==> config.mk <==
export PLATFORM = sky130hd
export DESIGN_NAME = usb_rx_ctrl
export DESIGN_NICKNAME = d
export VERILOG_FILES = /design/src/rtl/usb_rx_pkg.sv /design/src/rtl/usb_stuff_detect.sv /design/src/rtl/usb_rx_ctrl.sv
export SDC_FILE = /design/constraint.sdc
export NUM_CORES = 1
export LEC_CHECK = 0
export BUFFER_PORTS_ARGS = -buffer_cell sky130_fd_sc_hd__buf_2
export CAP_MARGIN = 5
export CORE_MARGIN = 2
export CORE_UTILIZATION = 35
export CTS_CLUSTER_SIZE = 25
export DETAILED_ROUTE_END_ITERATION = 12
export SYNTH_ARGS = -nofsm -noshare
export SYNTH_HDL_FRONTEND = slang
export SYNTH_SLANG_ARGS = --single-unit
==> constraint.sdc <==
create_clock -name clk -period 3.36 [get_ports clk]
set_input_delay 0.504 -clock clk [delete_from_list [all_inputs] [get_ports clk]]
set_output_delay 0.504 -clock clk [all_outputs]
set_load 0.05 [all_outputs]
==> src/rtl/usb_rx_pkg.sv <==
// Shared types and constants for the USB full-speed receive sequencer.
package usb_rx_pkg;

    typedef enum logic [2:0] {
        IDLE,
        SYNC,
        RCV,
        ERR,
        EOPW,
        EOPW_ERR
    } rx_state_t;

    localparam logic [7:0] SYNC_PATTERN    = 8'h80;
    localparam int         USB_STUFF_LIMIT = 6;
    localparam int         BYTE_BITS       = 8;

endpackage

==> src/rtl/usb_stuff_detect.sv <==
// Tracks consecutive 1s in the data field and flags the bit that must be a stuffed 0.
// Macro USB_RX_STUFF_ERR_EN: when defined, a 1 in a stuffed position raises o_viol.
module usb_stuff_detect
    import usb_rx_pkg::*;
#(
    parameter int STUFF_LIMIT = USB_STUFF_LIMIT
) (
    input  logic clk,
    input  logic rst,
    input  logic i_clr,
    input  logic i_strobe,
    input  logic i_bit,
    output logic o_skip,
    output logic o_viol
);

    localparam int CW = $clog2(STUFF_LIMIT + 1);

    logic [CW-1:0] r_ones_cnt;

    assign o_skip = (r_ones_cnt == CW'(STUFF_LIMIT));

`ifdef USB_RX_STUFF_ERR_EN
    assign o_viol = o_skip & i_bit;
`else
    assign o_viol = 1'b0;
`endif

    always_ff @(posedge clk or posedge rst) begin
        if (rst) begin
            r_ones_cnt <= '0;
        end else if (i_clr) begin
            r_ones_cnt <= '0;
        end else if (i_strobe) begin
            // The stuffed bit itself restarts the run regardless of its value.
            if (o_skip || !i_bit) begin
                r_ones_cnt <= '0;
            end else begin
                r_ones_cnt <= r_ones_cnt + CW'(1);
            end
        end
    end

endmodule

==> src/rtl/usb_rx_ctrl.sv <==
// USB full-speed receive sequencer: SYNC check, destuffing, LSB-first byte assembly, EOP tracking.
// Macro USB_RX_STUFF_ERR_EN (in usb_stuff_detect) turns a 1 in a stuffed position into a packet error.
module usb_rx_ctrl
    import usb_rx_pkg::*;
#(
    parameter logic [7:0] SYNC_BYTE   = SYNC_PATTERN,
    parameter int         MAX_BYTES   = 64,
    parameter int         STUFF_LIMIT = USB_STUFF_LIMIT
) (
    input  logic                               clk,
    input  logic                               rst,
    input  logic                               d_orig,
    input  logic                               d_edge,
    input  logic                               shift_enable,
    input  logic                               eop,
    output logic [7:0]                         rx_data,
    output logic                               w_enable,
    output logic                               rcving,
    output logic                               r_error,
    output logic                               packet_done,
    output logic [$clog2(MAX_BYTES+1)-1:0]     byte_count,
    output logic [2:0]                         dbg_state
);

    localparam int BC_W   = $clog2(MAX_BYTES + 1);
    localparam int BIT_CW = $clog2(BYTE_BITS);

    rx_state_t         r_state;
    rx_state_t         w_next_state;
    // Seven most recent bits; the eighth comes straight from d_orig on completion.
    logic [6:0]        r_part;
    logic [BIT_CW-1:0] r_bit_cnt;
    logic [7:0]        w_assembled;
    logic              w_strobe;
    logic              w_eop_strobe;
    logic              w_last_bit;
    logic              w_shift;
    logic              w_write;
    logic              w_pkt_start;
    logic              w_done;
    logic              w_stuff_strobe;
    logic              w_skip;
    logic              w_viol;

    assign w_strobe     = shift_enable & ~eop;
    assign w_eop_strobe = shift_enable & eop;
    assign w_assembled  = {d_orig, r_part};
    assign w_last_bit   = (r_bit_cnt == BIT_CW'(BYTE_BITS - 1));
    assign rcving       = (r_state != IDLE);
    assign dbg_state    = r_state;

    usb_stuff_detect #(
        .STUFF_LIMIT (STUFF_LIMIT)
    ) u_stuff (
        .clk      (clk),
        .rst      (rst),
        .i_clr    (w_pkt_start),
        .i_strobe (w_stuff_strobe),
        .i_bit    (d_orig),
        .o_skip   (w_skip),
        .o_viol   (w_viol)
    );

    always_ff @(posedge clk or posedge rst) begin
        if (rst) r_state <= IDLE;
        else     r_state <= w_next_state;
    end

    always_comb begin
        w_next_state   = r_state;
        w_shift        = 1'b0;
        w_write        = 1'b0;
        w_pkt_start    = 1'b0;
        w_done         = 1'b0;
        w_stuff_strobe = 1'b0;
        case (r_state)
            IDLE: begin
                if (d_edge) begin
                    w_next_state = SYNC;
                    w_pkt_start  = 1'b1;
                end
            end
            SYNC: begin
                if (w_eop_strobe) begin
                    w_next_state = ERR;
                end else if (w_strobe) begin
                    w_shift = 1'b1;
                    if (w_last_bit) w_next_state = (w_assembled == SYNC_BYTE) ? RCV : ERR;
                end
            end
            RCV: begin
                if (w_eop_strobe) begin
                    w_next_state = (r_bit_cnt == '0) ? EOPW : ERR;
                end else if (w_strobe) begin
                    w_stuff_strobe = 1'b1;
                    if (w_skip) begin
                        if (w_viol) w_next_state = ERR;
                    end else begin
                        w_shift = 1'b1;
                        if (w_last_bit) begin
                            if (byte_count == BC_W'(MAX_BYTES)) w_next_state = ERR;
                            else                                  w_write      = 1'b1;
                        end
                    end
                end
            end
            ERR: begin
                if (w_eop_strobe) w_next_state = EOPW_ERR;
            end
            EOPW: begin
                if (w_strobe) begin
                    w_next_state = IDLE;
                    w_done       = 1'b1;
                end
            end
            EOPW_ERR: begin
                if (w_strobe) w_next_state = IDLE;
            end
            default: w_next_state = IDLE;
        endcase
    end

    always_ff @(posedge clk or posedge rst) begin
        if (rst) begin
            rx_data     <= 8'h00;
            w_enable    <= 1'b0;
            r_error     <= 1'b0;
            packet_done <= 1'b0;
            byte_count  <= '0;
            r_part      <= '0;
            r_bit_cnt   <= '0;
        end else begin
            w_enable    <= w_write;
            packet_done <= w_done;
            if (w_pkt_start) begin
                r_error    <= 1'b0;
                byte_count <= '0;
                r_part     <= '0;
                r_bit_cnt  <= '0;
            end else begin
                if (w_next_state == ERR) r_error <= 1'b1;
                if (w_shift) begin
                    r_part    <= w_assembled[7:1];
                    r_bit_cnt <= r_bit_cnt + BIT_CW'(1);
                end
                if (w_write) begin
                    rx_data    <= w_assembled;
                    byte_count <= byte_count + BC_W'(1);
                end
            end
        end
    end

endmodule

# Word-level counts from Yosys, hierarchy flattened

Cells that the tools add are included.

Register bits after elaboration: 34
Input port bits: 6
Output and inout bits: 22
Logic and storage cells: 78

$add $sub $neg: 3
Equality and inequality tests: 10
Muxes and demuxes: 41
Bitwise logic cells: 4
Reductions and logical operators: 11

Operators by type and width:

| cell                                                            | number |
|---|---|
| 3-bit 2-to-1 mux                                                | 17 |
| 7-bit 2-to-1 mux                                                | 4 |
| 1-bit 2-to-1 mux                                                | 18 |
| 3-bit case mux with 5 select lines                              | 1 |
| 3-bit == test, second input constant                            | 4 |
| 3-bit by 2-bit == test with 1-bit output, second input constant | 3 |
| 8-bit == test, second input constant                            | 1 |
| 2-bit nonzero test                                              | 4 |
| 7-bit by 1-bit adder with 7-bit output, second input constant   | 1 |
| 7-bit == test, second input constant                            | 1 |
| 3-bit by 1-bit adder with 3-bit output, second input constant   | 2 |
| 3-bit zero test                                                 | 2 |
| 3-bit by 1-bit == test with 1-bit output, second input constant | 1 |
| 3-bit nonzero test                                              | 1 |
| 1-bit bitwise AND                                               | 2 |
| 1-bit inverter                                                  | 2 |
| 1-bit case mux with 2 select lines                              | 1 |
| 2-bit AND reduction                                             | 1 |
| 2-bit OR reduction                                              | 1 |
| 1-bit zero test                                                 | 1 |
| 1-bit logical OR                                                | 1 |

# Logic depth before layout (Yosys ltp)

Gate-level depths: netlist (run 1).

Depth in word-level cells: 10
Mapped depth: 8

# By module

From an unflattened synthesis (run 1), not the netlist that was laid out.

Cells, all modules: 173
Area total of the unflattened synthesis: 1826.8 um^2

By module, submodules not included:

| module           | times used | cells an instance | area each (um^2) | sequential area each (um^2) |
|---|---|---|---|---|
| usb_rx_ctrl      | 1          | 151               | 1632.8           | 775.7 |
| usb_stuff_detect | 1          | 22                | 193.9            | 75.1 |

# Least setup slack after synthesis (run 1)

No wires, ideal clock.

Kind: register to register
Start point: register r_state[2] (netlist: dbg_state[2])
End point: register byte_count[6]
Setup time: 0.069 ns
Arrival time: 1.969 ns
Slack: 1.323 ns
Stages on the path, launching flop included: 7
Period minus slack after synthesis: 2.037 ns
Cells stage by stage: dfrtp_1 -> buf_6 -> nor3b_2 -> or3b_1 -> buf_2 -> or4_1 -> nand2_1

Word-level cells in the longest chain between the ends: 3
Elaborated cells on any way between the ends: 6

Ends and longest elaborated chain:

| item                                                                        | RTL line           | source |
|---|---|---|
| start, declared                                                             | usb_rx_ctrl.sv:28  | `rx_state_t r_state;` |
| start signal, assigned                                                      | usb_rx_ctrl.sv:66  | `else r_state <= w_next_state;` |
| 3-bit by 2-bit == test with 1-bit output or 3-bit zero test (tied branches) | usb_rx_ctrl.sv:76  | `case (r_state)` |
| 1-bit 2-to-1 mux                                                            | usb_rx_ctrl.sv:76  |  |
| 2-bit nonzero test (no source line) or 7-bit 2-to-1 mux (tied branches)     | --                 |  |
| end signal, assigned                                                        | usb_rx_ctrl.sv:148 | `byte_count <= byte_count + BC_W'(1);` |
| end, declared                                                               | usb_rx_ctrl.sv:21  | `output logic [$clog2(MAX_BYTES+1)-1:0] byte_count,` |

Parallel ways exist; a longest one is shown, timed or not.
A chain may end at the register's enable or synchronous reset.

# Final worst setup path (run 1)

Start point: register r_state[1] (netlist: dbg_state[1])
End point: register byte_count[2]

Same word-level chain as after synthesis.

==> impl_metrics.py, run 1 <==
metrics = {
    "sta": {
        "drv_slew": 0,
        "rsz0062_at_grt": "no",
        "worst_slew_pin_slew_ps": 739,
        "fin_tns_setup_ps": 0,
        "max_freq_mhz": 488,
        "fin_worst_skew_ps": 7.15,
        "max-slew-margin-rel_pct": 50.4,
        "setup_ws_ps": 1310,
        "setup_viol": 0,
        "fin_crit_sh_pct": 61.0,
        "period_needed_ps": 2050,
        "report.final.hold_viol_count": 0,
    },
    "critical_path": {
        "worstPathRequired_ps": 3570,
        "max_stage_delay_ps": 630,
        "crit_type": "flop to flop",
        "end_kind": "flop",
        "cp.arrival_ps": 2260,
        "cp_max_fo": 16,
        "r2r_cells": 4,
        "cpMaxStageDelayCell": "dfrtp_1",
        "rrSetupSlack_ps": 1310,
        "timing.rr.start": "dbg_state[1]",
        "path_cells": "nor3b_2, or3b_1, or4_1, a21oi_1",
        "start_kind": "flop",
        "rr_endpoint": "byte_count[2]",
    },
    "floorplanning": {
        "die_area_um2": 5670,
        "coreArea_um2": 4820,
        "io_pins": 28,
        "rows": 25,
        "fp.dieH_um": 75.3,
        "die_w_um": 75.3,
        "start_util_pct": 36.9,
    },
    "placed_design": {
        "portBuffers": 27,
        "dpl-instance-area_um2": 1980,
        "gp_congestion": 0.823,
        "hpwlAfterDp_mm": 2.71,
        "place_ws_ps": 1320,
    },
    "power": {
        "p_sw_share_pct": 37.1,
        "p_leak_uw": 0.00103,
        "p_seq_share_pct": 37.3,
        "p_int_uw": 908,
        "power.switching_uw": 535,
        "p_per_area_nw_per_um2": 680,
        "peakVddDrop_mv": 0.266,
        "pwr-share-comb_pct": 30.1,
        "p_clk_share_pct": 32.7,
    },
    "clock_tree": {
        "postCtsSetupBuffers": 0,
        "ctsResizeCount": 0,
        "cts_tree": "built",
        "tritoncts_num_sinks": 34,
        "path_clk_slew_ps": 70,
        "cts_made_buffers": 5,
        "clock_path_buffers": 2,
        "ctsHoldBuffers": 0,
        "cts_root_buf": "clkbuf_8",
        "h-tree-depth": 2,
        "clk_latency_ps": 290,
    },
    "layout": {
        "fin_area_um2": 2120,
        "drive_gt1_share_pct": 24.8,
        "diodes": 0,
        "layout.nets": 222,
        "area_growth_pct": 19.3,
    },
    "grt": {
        "grt.total_usage_pct": 15.8,
        "antenna_found_initial": 0,
        "grt_pass1_wl_mm": 6.67,
        "grt_max_degree": 35,
        "grt-ovfl-total": 0,
        "first_global_vias": 1415,
    },
    "yosys": {
        "yosysTopAreaCellShare_pct": 47.9,
        "syn_area_per_cell_um2": 9.82,
        "netlist_area_um2": 1780,
        "ys_seq_elements": 34,
        "ys_types": 39,
        "synth_edf_count": 0,
        "synth.largest_area_cell": "dfrtp_1",
        "seq_area_frac_synth_pct": 47.9,
        "syn-instance-count": 181,
        "synth_flop_cell": "dfrtp_1",
        "ys_top_cells_by_area": "dfrtp_1 (48%), o21ai_0 (5.6%), ha_1 (4.9%)",
        "synth-async-reset-ratio_pct": 100,
        "synth_fp_nets": 194,
        "ys_warn_count": 0,
    },
    "routing": {
        "drt-wirelength-per-cell_um": 14.3,
        "vias_per_cell": 5.27,
        "drt_wl_total_mm": 3.95,
        "drc": 0,
        "drt_pass1_iterations": 4,
        "antenna_left": 0,
        "num_vias": 1461,
        "drt_iter0_markers": 46,
    },
    "hold_path": {
        "hold_path.class": "primary input to asynchronous set/reset pin",
    },
    "outcome": {
        "status": "finished, final reports clean",
    },
    "job": {
        "drv_cap": 0,
    },
}
## through the flow
step | instances | hold slack, ps | util [%] | total power (µW)
6_report | 277 | 299 | 44.0 | 1440
5_1_grt | 277 | 340 | 44.0 | 1550
4_1_cts | 277 | 312 | 44.0 | 1460
3_5_place_dp | 269 | 465 | 41.1 | 982
3_3_place_gp | 269 | 464 | 41.1 | 985
2_1_floorplan | 181 | 436 | - | 871
## power by group through the flow
stage | Clock (µW) | Combinational (µW) | Sequential (µW)
final | 471 | 434 | 538
after floorplan | 0 | 303 | 568
after global routing | 503 | 493 | 550
after global placement | 0 | 440 | 545
after CTS | 481 | 439 | 537
after detailed placement | 0 | 437 | 545
## cells by family after synthesis
family | count (synthesis) | synth area share [%]
buf+inv | 18 | 4.36
flops | 34 | 47.9
compound gates | 46 | 14.9
mux | 9 | 5.56
fa+ha+maj | 7 | 4.93
simple gates | 67 | 22.4
## worst max-delay path, delay by kind of cell (launching register included)
family / cells / cell delay, ps
DFF: 1 / 630
and+or+nand+nor: 3 / 1170
AOI/OAI and AO/OA: 1 / 170
## state kept, by name, indices dropped and copies added, names as in the netlist
| signal | count |
|---|---|
| rx_data | 8 |
| byte_count | 7 |
| r_part | 7 |
| dbg_state | 3 |
| r_bit_cnt | 3 |
| u_stuff.r_ones_cnt | 3 |
| packet_done | 1 |
| r_error | 1 |
| w_enable | 1 |
## layout make-up
type	instances	area (µm²)
clock buffer	6	82.6
clock inverter	2	60.1
fill	505	2700
inverter	10	37.5
multi-input combinational	129	856
sequential	34	851
tap	67	83.8
timing repair buffer	29	150
## worst max-delay path by stage
stage / depth (start not counted) / endpoint / from / slack, ps
finish: 4 / byte_count[2] / dbg_state[1] / 1310
global route: 4 / rx_data[3] / dbg_state[1] / 1130
CTS: 6 / byte_count[2] / r_bit_cnt[0] / 1320
detailed placement: 5 / byte_count[2] / eop / 1320
global placement: 5 / byte_count[6] / eop / 1370
floorplan: 6 / byte_count[6] / dbg_state[2] / 1320
## synth_stat cells (3+ instances only)
library cell / n
or2_2: 4
or4_1: 3
dfrtp_1: 34
inv_1: 10
mux2_2: 7
a21oi_1: 13
nor2b_1: 3
nand2_1: 11
nand3_1: 13
nand4_1: 4
nand2b_1: 4
o21ai_0: 20
nor2_1: 7
nor4_1: 4
o31ai_1: 3
clkbuf_1: 4
ha_1: 7
## metal layers
layer | global-route usage, % | up-vias | share of wire, %
li1 | - | 707 | -
met1 | 20.9 | 706 | 49
met2 | 24.7 | 39 | 45
met3 | 3.61 | 9 | 4.2
met4 | 7.21 | 0 | 2.0
met5 | 0 | - | 0
## placed cells by master, fill, tap and decap left out, types with 2 or more instances in the layout
cell / instances
inv_1: 10
nand2b_1: 4
nor3b_2: 2
a311oi_1: 2
nand4_1: 4
nor2_1: 7
mux2_2: 7
ha_1: 7
dfrtp_1: 34
o21ai_0: 20
buf_2: 27
o31ai_1: 3
or2_2: 4
clkbuf_8: 6
nor4bb_1: 2
nor4_1: 4
bufinv_16: 2
and2_1: 2
a21oi_1: 13
o21a_1: 2
buf_4: 2
mux2i_1: 2
nor2b_1: 3
nand2_1: 11
or4_1: 3
nand3_1: 13
(Power assumes the default switching activity.)
==> inputs of run 2 (changes only) <==
==> constraint.sdc (replaced) <==
create_clock -name clk -period 1.75 [get_ports clk]
set_input_delay 0.2625 -clock clk [delete_from_list [all_inputs] [get_ports clk]]
set_output_delay 0.2625 -clock clk [all_outputs]
set_load 0.05 [all_outputs]
==> impl_metrics.py, run 2 (synthesis gave the netlist of run 1 again) <==
metrics = {
    "sta": {
        "fin_worst_skew_ps": 8.99,
        "period_needed_ps": 1770,
        "fin_crit_sh_pct": 101,
        "hold_ws_ps": 62.8,
        "max-slew-margin-rel_pct": 71.8,
        "report.final.hold_viol_count": 0,
        "max_freq_mhz": 566,
        "setup_ws_ps": -16.4,
        "rsz0062_at_grt": "yes",
        "worst_slew_pin_slew_ps": 423,
        "drv_slew": 0,
        "setup_viol": 1,
    },
    "floorplanning": {
        "die_area_um2": 5670,
        "rows": 25,
        "start_util_pct": 36.9,
        "io_pins": 28,
        "coreArea_um2": 4820,
        "fp.dieH_um": 75.3,
        "die_w_um": 75.3,
    },
    "critical_path": {
        "path_cells": "ha_2, ha_4, nand3b_1, or3b_4, or4_1, a21oi_1",
        "max_stage_delay_ps": 410,
        "cp_max_fo": 5,
        "end_kind": "flop",
        "cp.arrival_ps": 1980,
        "crit_type": "flop to flop",
        "cpMaxStageDelayCell": "or3b_4",
        "worst-path-buf-inv": 0,
        "worstPathRequired_ps": 1960,
        "crit_family": "simple AND/OR/NAND/NOR gates",
        "start_kind": "flop",
        "rrSetupSlack_ps": -20,
    },
    "power": {
        "p_int_uw": 1660,
        "pwr-share-comb_pct": 43.5,
        "p_clk_share_pct": 21.9,
        "power.switching_uw": 1060,
        "p_leak_uw": 0.00114,
        "p_seq_share_pct": 34.7,
        "p_per_area_nw_per_um2": 1170,
        "peakVddDrop_mv": 0.453,
        "p_sw_share_pct": 39.0,
    },
    "layout": {
        "reg_top3": "rx_data x8, byte_count x7, r_part x7",
        "final_cell_mix": "buf_4 (29), dfrtp_1 (27), buf_2 (26)",
        "area_growth_pct": 31.6,
        "final_common_cell": "buf_4",
        "layout.nets": 250,
        "final_util_pct": 48.6,
        "top_register": "rx_data",
        "largest_register_ffs": 8,
        "diodes": 0,
        "drive_gt1_share_pct": 38.7,
    },
    "routing": {
        "drt_wl_total_mm": 4.14,
        "drt-wirelength-per-cell_um": 13.6,
        "num_vias": 1557,
        "drt_iter0_markers": 54,
        "antenna_left": 0,
        "drc": 0,
        "drt_pass1_iterations": 4,
        "vias_per_cell": 5.10,
    },
    "grt": {
        "antenna_found_initial": 0,
        "first_global_vias": 1509,
        "grt.total_usage_pct": 16.3,
        "grt_pass1_wl_mm": 7.08,
        "grt_max_degree": 35,
        "grt-ovfl-total": 0,
    },
    "clock_tree": {
        "cts_tree": "built",
        "path_clk_slew_ps": 70,
        "cts_made_buffers": 5,
        "clock_path_buffers": 2,
        "tritoncts_num_sinks": 34,
        "ctsHoldBuffers": 0,
        "cts_root_buf": "clkbuf_8",
        "clk_latency_ps": 280,
        "h-tree-depth": 2,
    },
    "job": {
        "drv_cap": 0,
    },
    "outcome": {
        "status": "finished with violations",
        "violations": "negative setup slack",
    },
    "hold_path": {
        "hold_path.class": "primary input to asynchronous set/reset pin",
    },
    "placed_design": {
        "portBuffers": 27,
        "hpwlAfterDp_mm": 3.02,
        "gp_congestion": 0.814,
    },
}
-- run 2: cell count changes in the layout (fill, tap and decap cells not counted), moves of 2 or more --
cell	change
buf_6	+2
buf_4	+27
ha_1	-3
clkbuf_1	+2
dfrtp_1	-7
ha_2	+2
bufinv_16	-2
dfrtp_2	+7
-- run 2: worst paths after layout --
kind	startpoint	cells after the start	to
worst min-delay path	rst	3	rx_data[6]
max in group asynchronous	rst	3	dbg_state[1]
worst max register to register	r_bit_cnt[0]	6	byte_count[2]
worst max-delay path	r_bit_cnt[0]	6	byte_count[2]
min in group clk	d_orig	3	u_stuff.r_ones_cnt[2]
worst min register to register	u_stuff.r_ones_cnt[2]	1	u_stuff.r_ones_cnt[2]
-- run 2: through the flow --
stage	cell area (µm²)	power [µW]	TNS, ps	cells	setup slack, ps
floorplan	1810	1680	-212	181	-135
global placement	2180	2050	-6.14	293	-6.14
detailed placement	2180	2060	-103	293	-39.4
CTS	2290	2690	-36.1	302	-20.6
global route	2340	2900	-552	305	-88.3
finish	2340	2730	-16.4	305	-16.4
-- run 2: worst register-to-register path, cell delays in order, from the launching register on --
cell and delay, ps:
dfrtp_1 360, ha_2 190, ha_4 120, nand3b_1 90
or3b_4 410, or4_1 400, a21oi_1 120
-- run 2: power by group through the flow --
| stage | registers, µW | clock network [µW] | logic (µW) |
|---|---|---|---|
| 2_1_floorplan | 1100 | 0 | 583 |
| 3_3_place_gp | 956 | 0 | 1090 |
| 3_5_place_dp | 959 | 0 | 1100 |
| 4_1_cts | 945 | 622 | 1120 |
| 5_1_grt | 959 | 661 | 1280 |
| 6_report | 946 | 597 | 1190 |
-- run 2: layout make-up --
| cell class | instances | area (µm²) |
|---|---|---|
| fillers | 472 | 2480 |
| multi-input cells | 129 | 898 |
| flip-flops and latches | 34 | 860 |
| repair buffers | 57 | 370 |
| clock buffers | 8 | 90.1 |
| well taps | 67 | 83.8 |
| inverters | 10 | 37.5 |
-- run 2: metal layers --
metal | track usage [%] | share of wire (%) | vias up
met1 | 21.8 | 48 | 766
met3 | 4.02 | 3.2 | 2
met2 | 26.7 | 48 | 25
met4 | 4.09 | 0.48 | 0
li1 | - | - | 764
met5 | 0 | 0 | -
-- run 2: timing repair --
action,4_1_cts,5_1_grt
buffers inserted,1,3
pin swaps,1,1
endpoints found under the setup margin,9,21
resized for setup,3,10
